$ cat src/rtl/tge_pkg.sv
// Shared types and constants for the 10GbE read-side depacketizer.
package tge_pkg;

  localparam int TGE_WORD_W = 64;
  localparam int TGE_PORT_W = 16;

  typedef enum logic [1:0] {
    IDLE = 2'd0,
    RECV = 2'd1,
    DROP = 2'd2
  } depktState_e;

endpackage

$ cat src/rtl/depkt_event_counter.sv
// Wrapping event counter: counts one per enabled cycle, synchronous active-low reset.
module depkt_event_counter #(
  parameter int WIDTH = 32
) (
  input  logic             clk_i,
  input  logic             rst_i,
  input  logic             en_i,
  output logic [WIDTH-1:0] count_o
);

  logic [WIDTH-1:0] count_q;

  always_ff @(posedge clk_i) begin
    if (!rst_i) begin
      count_q <= '0;
    end else if (en_i) begin
      count_q <= count_q + 1'b1;
    end
  end

  assign count_o = count_q;

endmodule

$ cat src/rtl/tge_read_depacketizer.sv
// Pairs 64-bit receive words of port-matched frames into 128-bit output words.
// Define DEPKT_LEN_CHECK_EN to also flag frames whose length differs from pkt_len.
module tge_read_depacketizer
  import tge_pkg::*;
#(
  parameter int DOUT_WIDTH = 128,
  parameter int CNT_WIDTH  = 32
) (
  input  logic                  clk,
  input  logic                  rst,
  input  logic [TGE_WORD_W-1:0] rx_data,
  input  logic                  rx_valid,
  input  logic                  rx_eof,
  input  logic                  rx_bad_frame,
  input  logic [TGE_PORT_W-1:0] rx_source_port,
  input  logic [31:0]           config_rx_port,
  input  logic [31:0]           pkt_len,
  output logic                  rx_ack,
  output logic [DOUT_WIDTH-1:0] dout,
  output logic                  dout_valid,
  output logic                  dout_last,
  output logic [CNT_WIDTH-1:0]  pkt_cnt,
  output logic [CNT_WIDTH-1:0]  drop_cnt,
  output logic [CNT_WIDTH-1:0]  err_cnt
);

  depktState_e           state_q;
  logic [15:0]           wordCnt_q;
  logic                  pair_q;
  logic [DOUT_WIDTH-1:0] dout_q;
  logic                  doutValid_q;
  logic                  doutLast_q;

  logic        portMatch;
  logic        frameEnd;
  logic        recvEnd;
  logic        dropEnd;
  logic        frameErr;
  logic [15:0] wordCntSat;
  logic        unusedBits;

  assign rx_ack     = rx_valid;
  assign portMatch  = (rx_source_port == config_rx_port[TGE_PORT_W-1:0]);
  assign frameEnd   = rx_valid & rx_eof;
  assign wordCntSat = (wordCnt_q == 16'hFFFF) ? wordCnt_q : wordCnt_q + 16'd1;

  assign recvEnd = frameEnd & (((state_q == IDLE) & portMatch) | (state_q == RECV));
  assign dropEnd = frameEnd & (((state_q == IDLE) & ~portMatch) | (state_q == DROP));

`ifdef DEPKT_LEN_CHECK_EN
  logic [31:0] pktLen_q;
  logic [31:0] lenRef;

  // The frame length includes the eof word itself; in IDLE pkt_len is read live.
  assign lenRef     = (state_q == IDLE) ? pkt_len : pktLen_q;
  assign frameErr   = rx_bad_frame | ({16'd0, wordCntSat} != lenRef);
  assign unusedBits = ^config_rx_port[31:16];

  always_ff @(posedge clk) begin
    if (!rst) begin
      pktLen_q <= '0;
    end else if (rx_valid && state_q == IDLE) begin
      pktLen_q <= pkt_len;
    end
  end
`else
  assign frameErr   = rx_bad_frame;
  assign unusedBits = ^{config_rx_port[31:16], pkt_len, wordCntSat};
`endif

  always_ff @(posedge clk) begin
    if (!rst) begin
      state_q     <= IDLE;
      wordCnt_q   <= '0;
      pair_q      <= 1'b0;
      dout_q      <= '0;
      doutValid_q <= 1'b0;
      doutLast_q  <= 1'b0;
    end else begin
      doutValid_q <= 1'b0;
      doutLast_q  <= 1'b0;
      if (rx_valid) begin
        unique case (state_q)
          IDLE: begin
            if (portMatch) begin
              dout_q[DOUT_WIDTH-1 -: TGE_WORD_W] <= rx_data;
              state_q   <= RECV;
              pair_q    <= 1'b1;
              wordCnt_q <= 16'd1;
            end else begin
              state_q   <= DROP;
              pair_q    <= 1'b0;
              wordCnt_q <= 16'd1;
            end
            // Single-word frame: decide and finish in the same cycle.
            if (rx_eof) begin
              state_q   <= IDLE;
              pair_q    <= 1'b0;
              wordCnt_q <= '0;
              if (portMatch) begin
                dout_q[TGE_WORD_W-1:0] <= '0;
                doutValid_q            <= 1'b1;
                doutLast_q             <= 1'b1;
              end
            end
          end
          RECV: begin
            wordCnt_q <= wordCntSat;
            if (pair_q) begin
              dout_q[TGE_WORD_W-1:0] <= rx_data;
              doutValid_q            <= 1'b1;
              doutLast_q             <= rx_eof;
              pair_q                 <= 1'b0;
            end else begin
              dout_q[DOUT_WIDTH-1 -: TGE_WORD_W] <= rx_data;
              pair_q                             <= 1'b1;
              if (rx_eof) begin
                dout_q[TGE_WORD_W-1:0] <= '0;
                doutValid_q            <= 1'b1;
                doutLast_q             <= 1'b1;
              end
            end
            if (rx_eof) begin
              state_q   <= IDLE;
              pair_q    <= 1'b0;
              wordCnt_q <= '0;
            end
          end
          DROP: begin
            wordCnt_q <= wordCntSat;
            if (rx_eof) begin
              state_q   <= IDLE;
              wordCnt_q <= '0;
            end
          end
          default: begin
            state_q <= IDLE;
          end
        endcase
      end
    end
  end

  assign dout       = dout_q;
  assign dout_valid = doutValid_q;
  assign dout_last  = doutLast_q;

  depkt_event_counter #(.WIDTH(CNT_WIDTH)) uPktCnt (
    .clk_i   (clk),
    .rst_i   (rst),
    .en_i    (recvEnd & ~frameErr),
    .count_o (pkt_cnt)
  );

  depkt_event_counter #(.WIDTH(CNT_WIDTH)) uDropCnt (
    .clk_i   (clk),
    .rst_i   (rst),
    .en_i    (dropEnd),
    .count_o (drop_cnt)
  );

  depkt_event_counter #(.WIDTH(CNT_WIDTH)) uErrCnt (
    .clk_i   (clk),
    .rst_i   (rst),
    .en_i    (recvEnd & frameErr),
    .count_o (err_cnt)
  );

endmodule

$ cat config.mk
export PLATFORM = sky130hd
export DESIGN_NAME = tge_read_depacketizer
export DESIGN_NICKNAME = d
export VERILOG_FILES = /design/src/rtl/tge_pkg.sv /design/src/rtl/depkt_event_counter.sv /design/src/rtl/tge_read_depacketizer.sv
export SDC_FILE = /design/constraint.sdc
export NUM_CORES = 1
export LEC_CHECK = 0
export ABC_AREA = 1
export BUFFER_PORTS_ARGS = -buffer_cell sky130_fd_sc_hd__buf_2
export CAP_MARGIN = 20
export CELL_PAD_IN_SITES_DETAIL_PLACEMENT = 1
export CELL_PAD_IN_SITES_GLOBAL_PLACEMENT = 1
export CORE_MARGIN = 5
export CORE_UTILIZATION = 30
export DETAILED_ROUTE_END_ITERATION = 12
export PLACE_DENSITY = 0.82
export SYNTH_ARGS = -nofsm -noshare
export SYNTH_HDL_FRONTEND = slang
export SYNTH_SLANG_ARGS = --single-unit
$ cat constraint.sdc
create_clock -name clk -period 1.8 [get_ports clk]
set_clock_uncertainty 0.2 [all_clocks]
set_input_delay 0.27 -clock clk [delete_from_list [all_inputs] [get_ports clk]]
set_output_delay 0.27 -clock clk [all_outputs]
set_load 0.01 [all_outputs]
==> results.toml, run 1 <==
[run_status]
status = "complete, but fails checks"
violations = "negative setup slack"

[pwr]
peakVddDrop_mv = 0.751
leakage_nw = 8.14
finalPower_mw = 13.5
powerDensity_nw_per_um2 = 718

[detailed_routing]
drc_errors = 0
ant_nets = 0
dr_total_vias = 15317
routed_wl_um = 59800
drt_pre_antenna_iters = 4
routedWlPerCell_um = 20.5
dr.first_iter.drc_count = 853
via_per_inst = 5.24

[yosys]
ys_warn_count = 0
ys_seq_area_frac = 0.381
syn_inst = 1858
ys.flop_type = "dfxtp_1"
synth_top_area_share = 0.381
synth_cell_type_count = 28
syn-num-nets = 2013
synth-edff-count = 0
ys_async_sr_fraction = 0
syn_area_per_cell_um2 = 6.48
ys_top_cells_by_area = "dfxtp_1 38%, nand2_1 17%, nor2_1 11%"
yosysMostFrequentCell = "nand2_1"
yosys.area.top_type = "dfxtp_1"
syn_area_um2 = 12000
synth_seq_cells = 229
synthTopCellsByCount = "554 x nand2_1, 356 x nor2_1, 229 x dfxtp_1"

[setup_path]
slowest_delay_ns = 0.38
startpoint_type = "register"
rrSetupSlack_ns = -0.13
reg2reg_depth = 9
crit_path_top_delay_cell = "dfxtp_4"
r2r-end = "dout[37]$_SDFFE_PN0P_"
cp.required_ns = 2.04
crit_path_start = "state_q[0]$_SDFFE_PN0P_"
cp_max_fo = 11
crit_type = "reg2reg"
r2r_start = "state_q[0]$_SDFFE_PN0P_"
cp-end-kind = "register"
critPathArrivalTime_ns = 2.17
path_buf_inv = 4
path_delay_family = "buffers and inverters"
worstPathCellList = "inv_4, ha_4, o21ai_4, buf_6, nor2_4, buf_12, buf_8, a21oi_1, nor2_1"

[die]
start_util = 0.303
ios = 376
core-area_um2 = 39700
die_area_um2 = 44200
fp.dieW_um = 210
row_count = 73
chipHeight_um = 210

[placed_design]
dp_cells = 2759
hpwl_um = 35000
io_buffers = 327
post-place-ws_ns = -0.427
gp_congestion = 0.918

[global_route]
track_usage = 0.228
grt_util_met3 = 0.0324
antenna_found_initial = 3
grt_use_met2 = 0.416
grt.busiest_layer = "met2"
overflow = 0
first_global_vias = 15468
grtUsageMet1 = 0.265
grt_pass1_wl_um = 83500
grt_start_max_net_pins = 72

[worst_hold_path]
hp-start = "rx_bad_frame"
hold_depth = 4
hold_end = "uErrCnt.count_o[15]$_SDFFE_PN0P_"
hold_class = "in2reg"

[timing]
period_share = 1.07
setup_viol_count_final = 88
maxSlewViolCount = 0
fin_crit_ns = 1.93
hold_violations = 0
rsz0062_at_grt = "true"
fmax_mhz = 517
slew_headroom = 0.675
tightest_slew_ns = 0.487
setup_ws_ns = -0.135

[cells_and_area]
nNetsFinal = 2524
syn2layout_area_growth_pct = 56.6
final_cells = 2921
drive_above_1_share = 0.358
fillers = 4977

[clocking]
cts_tree = "built"
clockBufferDepth = 3
cts_buffers = 30
clock-sinks = 229
cts.clk_slew.worst_paths_ns = 0.06
cts_htree_levels = 1
cts-root-buf = "clkbuf_16"
insertion_delay_ns = 0.56

[flow_run]
cap_violations = 0
==> layer usage <==
metal,wire length [um],vias to the layer above,part of all wire
met5,0,-,0
met4,3550,0,0.059
met3,2960,233,0.049
met2,30300,549,0.51
met1,23000,7489,0.38
li1,-,7046,-
==> cell usage in the layout (no fill, tap or decap), types with 28 or more instances in the layout <==
cell and instances:
inv_1 69, buf_12 28, nor2_2 52, nand4_1 65, buf_4 128, a21oi_1 102
xor2_1 33, dfxtp_2 46, nand3b_1 40, nand3_1 89, clkbuf_16 43, a21oi_2 59
dfxtp_1 178, buf_2 325, dlygate4sd3_1 67, o21ai_1 46, nor2_1 281, nand2_1 533
==> cells by family after synthesis <==
| logic type | Yosys count | synth area share |
|---|---|---|
| DFF | 229 | 0.381 |
| xor gates and xnor gates | 45 | 0.0327 |
| adders and majority gates | 6 | 0.00624 |
| and+or+nand+nor | 1157 | 0.405 |
| buffers and inverters | 190 | 0.0782 |
| AOI/OAI and AO/OA | 231 | 0.0975 |
==> report_power, final <==
part	total (mW)	switching, mW	leakage [nW]	internal (mW)
Combinational	1.76	1.01	5.74	0.751
Sequential	5.29	0.0983	1.88	5.19
Clock	6.49	2.46	0.521	4.03
==> stage by stage <==
step	hold slack [ns]	util	cell area (um^2)	TNS (ns)
after global routing	0.0757	0.474	18900	-13.19
after global placement	0.256	0.381	15100	-65.22
after CTS	0.0250	0.442	17600	-2.36
after detailed placement	0.267	0.381	15100	-74.30
final	0.0777	0.475	18900	-2.22
after floorplan	0.218	-	12100	0
==> final cells by class <==
| cell class | instances | area [um^2] | area share |
|---|---|---|---|
| antenna | 4 | 10.0 | 0.000531 |
| multi-input combinational | 1439 | 7540 | 0.400 |
| inverter | 81 | 338 | 0.0179 |
| sequential | 229 | 4660 | 0.247 |
| timing repair buffer | 588 | 4570 | 0.242 |
| clock buffer | 43 | 901 | 0.0478 |
| tap | 525 | 657 | 0.0348 |
| clock inverter | 12 | 171 | 0.00909 |
==> sequential cells by signal, summed over array words and instances (netlist names) <==
name and count:
uErrCnt.count_o 32, state_q 2, dout 128, pair_q 1
dout_valid 1, dout_last 1, uPktCnt.count_o 32, uDropCnt.count_o 32
==> worst min-delay path, delay by kind of cell <==
kind	cells	cell delay [ns]
AOI/OAI and AO/OA	1	0.06
and+or+nand+nor	1	0.10
buffers and inverters	2	0.37
==> what timing repair did <==
action / 4_1_cts / 5_1_grt
pin swaps: 27 / 46
setup buffers: 6 / 9
cloned: 7 / 15
endpoints found under the setup margin: 223 / 216
resized for setup: 122 / 290
hold endpoints to repair: 134 / 0
hold buffers: 67 / 0
==> worst max path at each step <==
stage / endpoint / depth (start not counted) / slack [ns]
floorplan: uDropCnt.count_o[16]$_SDFFE_PN0P_ / 8 / 0.01
global placement: dout[4]$_SDFFE_PN0P_ / 12 / -0.37
detailed placement: dout[16]$_SDFFE_PN0P_ / 12 / -0.43
CTS: dout[62]$_SDFFE_PN0P_ / 10 / -0.08
global route: dout[37]$_SDFFE_PN0P_ / 9 / -0.21
finish: dout[37]$_SDFFE_PN0P_ / 9 / -0.13
(Power assumes the default switching activity.)
==> run 2: changes to the inputs <==
--- a/config.mk
+++ b/config.mk
@@ -11,9 +11,9 @@
 export CELL_PAD_IN_SITES_DETAIL_PLACEMENT = 1
 export CELL_PAD_IN_SITES_GLOBAL_PLACEMENT = 1
 export CORE_MARGIN = 5
-export CORE_UTILIZATION = 30
+export CORE_UTILIZATION = 32
 export DETAILED_ROUTE_END_ITERATION = 12
-export PLACE_DENSITY = 0.82
+export PLACE_DENSITY = 0.86
 export SYNTH_ARGS = -nofsm -noshare
 export SYNTH_HDL_FRONTEND = slang
 export SYNTH_SLANG_ARGS = --single-unit
==> run 2 against run 1 <==
Net effect:
- the run still ends with negative setup slack left
- highest routed layer unchanged
- critical path depth is the same
- hold slack lost 0.036 ns
- flip-flop and latch count is the same
==> results.toml, run 2 (same netlist as run 1, synthesis figures left out) <==
[setup_path]
crit_path_top_delay_cell = "nor2_1"
path_buf_inv = 3
cp.required_ns = 2.00
slowest_delay_ns = 0.40
critPathArrivalTime_ns = 2.37
cp_max_fo = 26
crit_type = "reg2reg"
worstPathCellList = "inv_4, ha_4, buf_4, o21ai_4, nor2_4, nand2_4, buf_12, o21ai_1, nor2_1"
cp-end-kind = "register"
path_delay_family = "simple AND/OR/NAND/NOR gates"
rrSetupSlack_ns = -0.37
startpoint_type = "register"

[pwr]
finalPower_mw = 12.7
power.share.clock = 0.445
peakVddDrop_mv = 0.687
leakage_nw = 7.97
powerDensity_nw_per_um2 = 694
pwr-share-comb = 0.139
internal-power_mw = 9.21
swShare = 0.275
switching_power_mw = 3.49
seqPwrFrac = 0.416

[die]
die_area_um2 = 41600
core-area_um2 = 37400
start_util = 0.322
chipHeight_um = 204
fp.dieW_um = 204
row_count = 71
ios = 376

[timing]
tightest_slew_ns = 0.461
fmax_mhz = 460
fin_crit_ns = 2.17
hold_ws_ns = 0.0418
slew_headroom = 0.692
tns_ns = -21.55
rsz0062_at_grt = "true"
setup_ws_ns = -0.372
hold_violations = 0
period_share = 1.21
maxSlewViolCount = 0
setup_viol_count_final = 224

[cells_and_area]
largest_reg_flops = 128
layout_commonest_cell = "nand2_1"
stdcell_area_um2 = 18300
final_cells = 2909
drive_above_1_share = 0.325
post-route-util = 0.489
layout_common_cells = "523 x nand2_1, 326 x buf_2, 302 x nor2_1"
fillers = 4750
nNetsFinal = 2530
syn2layout_area_growth_pct = 52.0

[detailed_routing]
dr.first_iter.drc_count = 817
drc_errors = 0
routedWlPerCell_um = 20.8
ant_nets = 0
via_per_inst = 5.31
routed_wl_um = 60500
dr_total_vias = 15461
drt_pre_antenna_iters = 6

[flow_run]
cap_violations = 0

[clocking]
cts-root-buf = "clkbuf_16"
cts_tree = "built"
clock-sinks = 229
cts.clk_slew.worst_paths_ns = 0.06
insertion_delay_ns = 0.54
clockBufferDepth = 3
cts_htree_levels = 1
cts_buffers = 28

[global_route]
overflow = 0
track_usage = 0.254
antenna_found_initial = 4
grt_start_max_net_pins = 77
grt_pass1_wl_um = 86700
first_global_vias = 16335

[placed_design]
placed_area_um2 = 15200
io_buffers = 327
gp_congestion = 0.934
hpwl_um = 35400
dp_cells = 2745
post-place-ws_ns = -0.384

[worst_hold_path]
hold_class = "in2reg"

[run_status]
violations = "negative setup slack"
status = "complete, but fails checks"
==> run 2: cell types whose count changed in the layout (fill, tap and decap cells not counted), moves of 13 or more <==
cell	before	now
nand3_1	89	102
o21ai_1	46	25
a21oi_1	102	121
dfxtp_1	178	211
nor2_4	27	11
nor2_1	281	302
a21oi_2	59	40
dfxtp_2	46	16
==> run 2: layout make-up <==
| type | instances | area, um^2 | area share |
|---|---|---|---|
| Multi-Input combinational cell | 1439 | 7230 | 0.395 |
| Clock buffer | 43 | 818 | 0.0447 |
| Timing Repair Buffer | 596 | 4590 | 0.251 |
| Antenna cell | 3 | 7.51 | 0.000410 |
| Sequential cell | 229 | 4610 | 0.252 |
| Clock inverter | 7 | 68.8 | 0.00376 |
| Inverter | 81 | 327 | 0.0179 |
| Tap cell | 511 | 639 | 0.0350 |
==> run 2: layer usage <==
layer | GRT usage | up-vias | part of all wire
li1 | - | 7050 | -
met1 | 0.283 | 7485 | 0.38
met2 | 0.452 | 637 | 0.50
met3 | 0.0449 | 289 | 0.055
met4 | 0.151 | 0 | 0.069
met5 | 0 | - | 0
==> run 2: repair_timing <==
action,4_1_cts,5_1_grt
resized for setup,84,212
buffers inserted,12,16
hold buffers,67,0
endpoints found under the hold margin,134,0
cloned,9,10
pin swaps,22,31
endpoints found under the setup margin,225,227
==> run 2: path summary, 6_finish.rpt <==
path                           startpoint                    end  cells after the start
hold / removal                        rst  dout[54]$_SDFFE_PN0P_                      4
setup / recovery  state_q[0]$_SDFFE_PN0P_  dout[97]$_SDFFE_PN0P_                      9
hold reg to reg     dout[52]$_SDFFE_PN0P_  dout[52]$_SDFFE_PN0P_                      2
setup reg to reg  state_q[0]$_SDFFE_PN0P_  dout[97]$_SDFFE_PN0P_                      9
==> run 2: power by group through the flow <==
stage	registers [mW]	clock network (mW)	logic, mW
2_1_floorplan	5.42	0	0.609
3_3_place_gp	5.36	0	1.18
3_5_place_dp	5.37	0	1.23
4_1_cts	5.26	5.69	1.48
5_1_grt	5.29	5.91	1.87
6_report	5.28	5.64	1.77
==> run 2: worst min-delay path, delay by kind of cell <==
family	cells	cell delay [ns]
simple gates	2	0.13
buf+inv	2	0.33
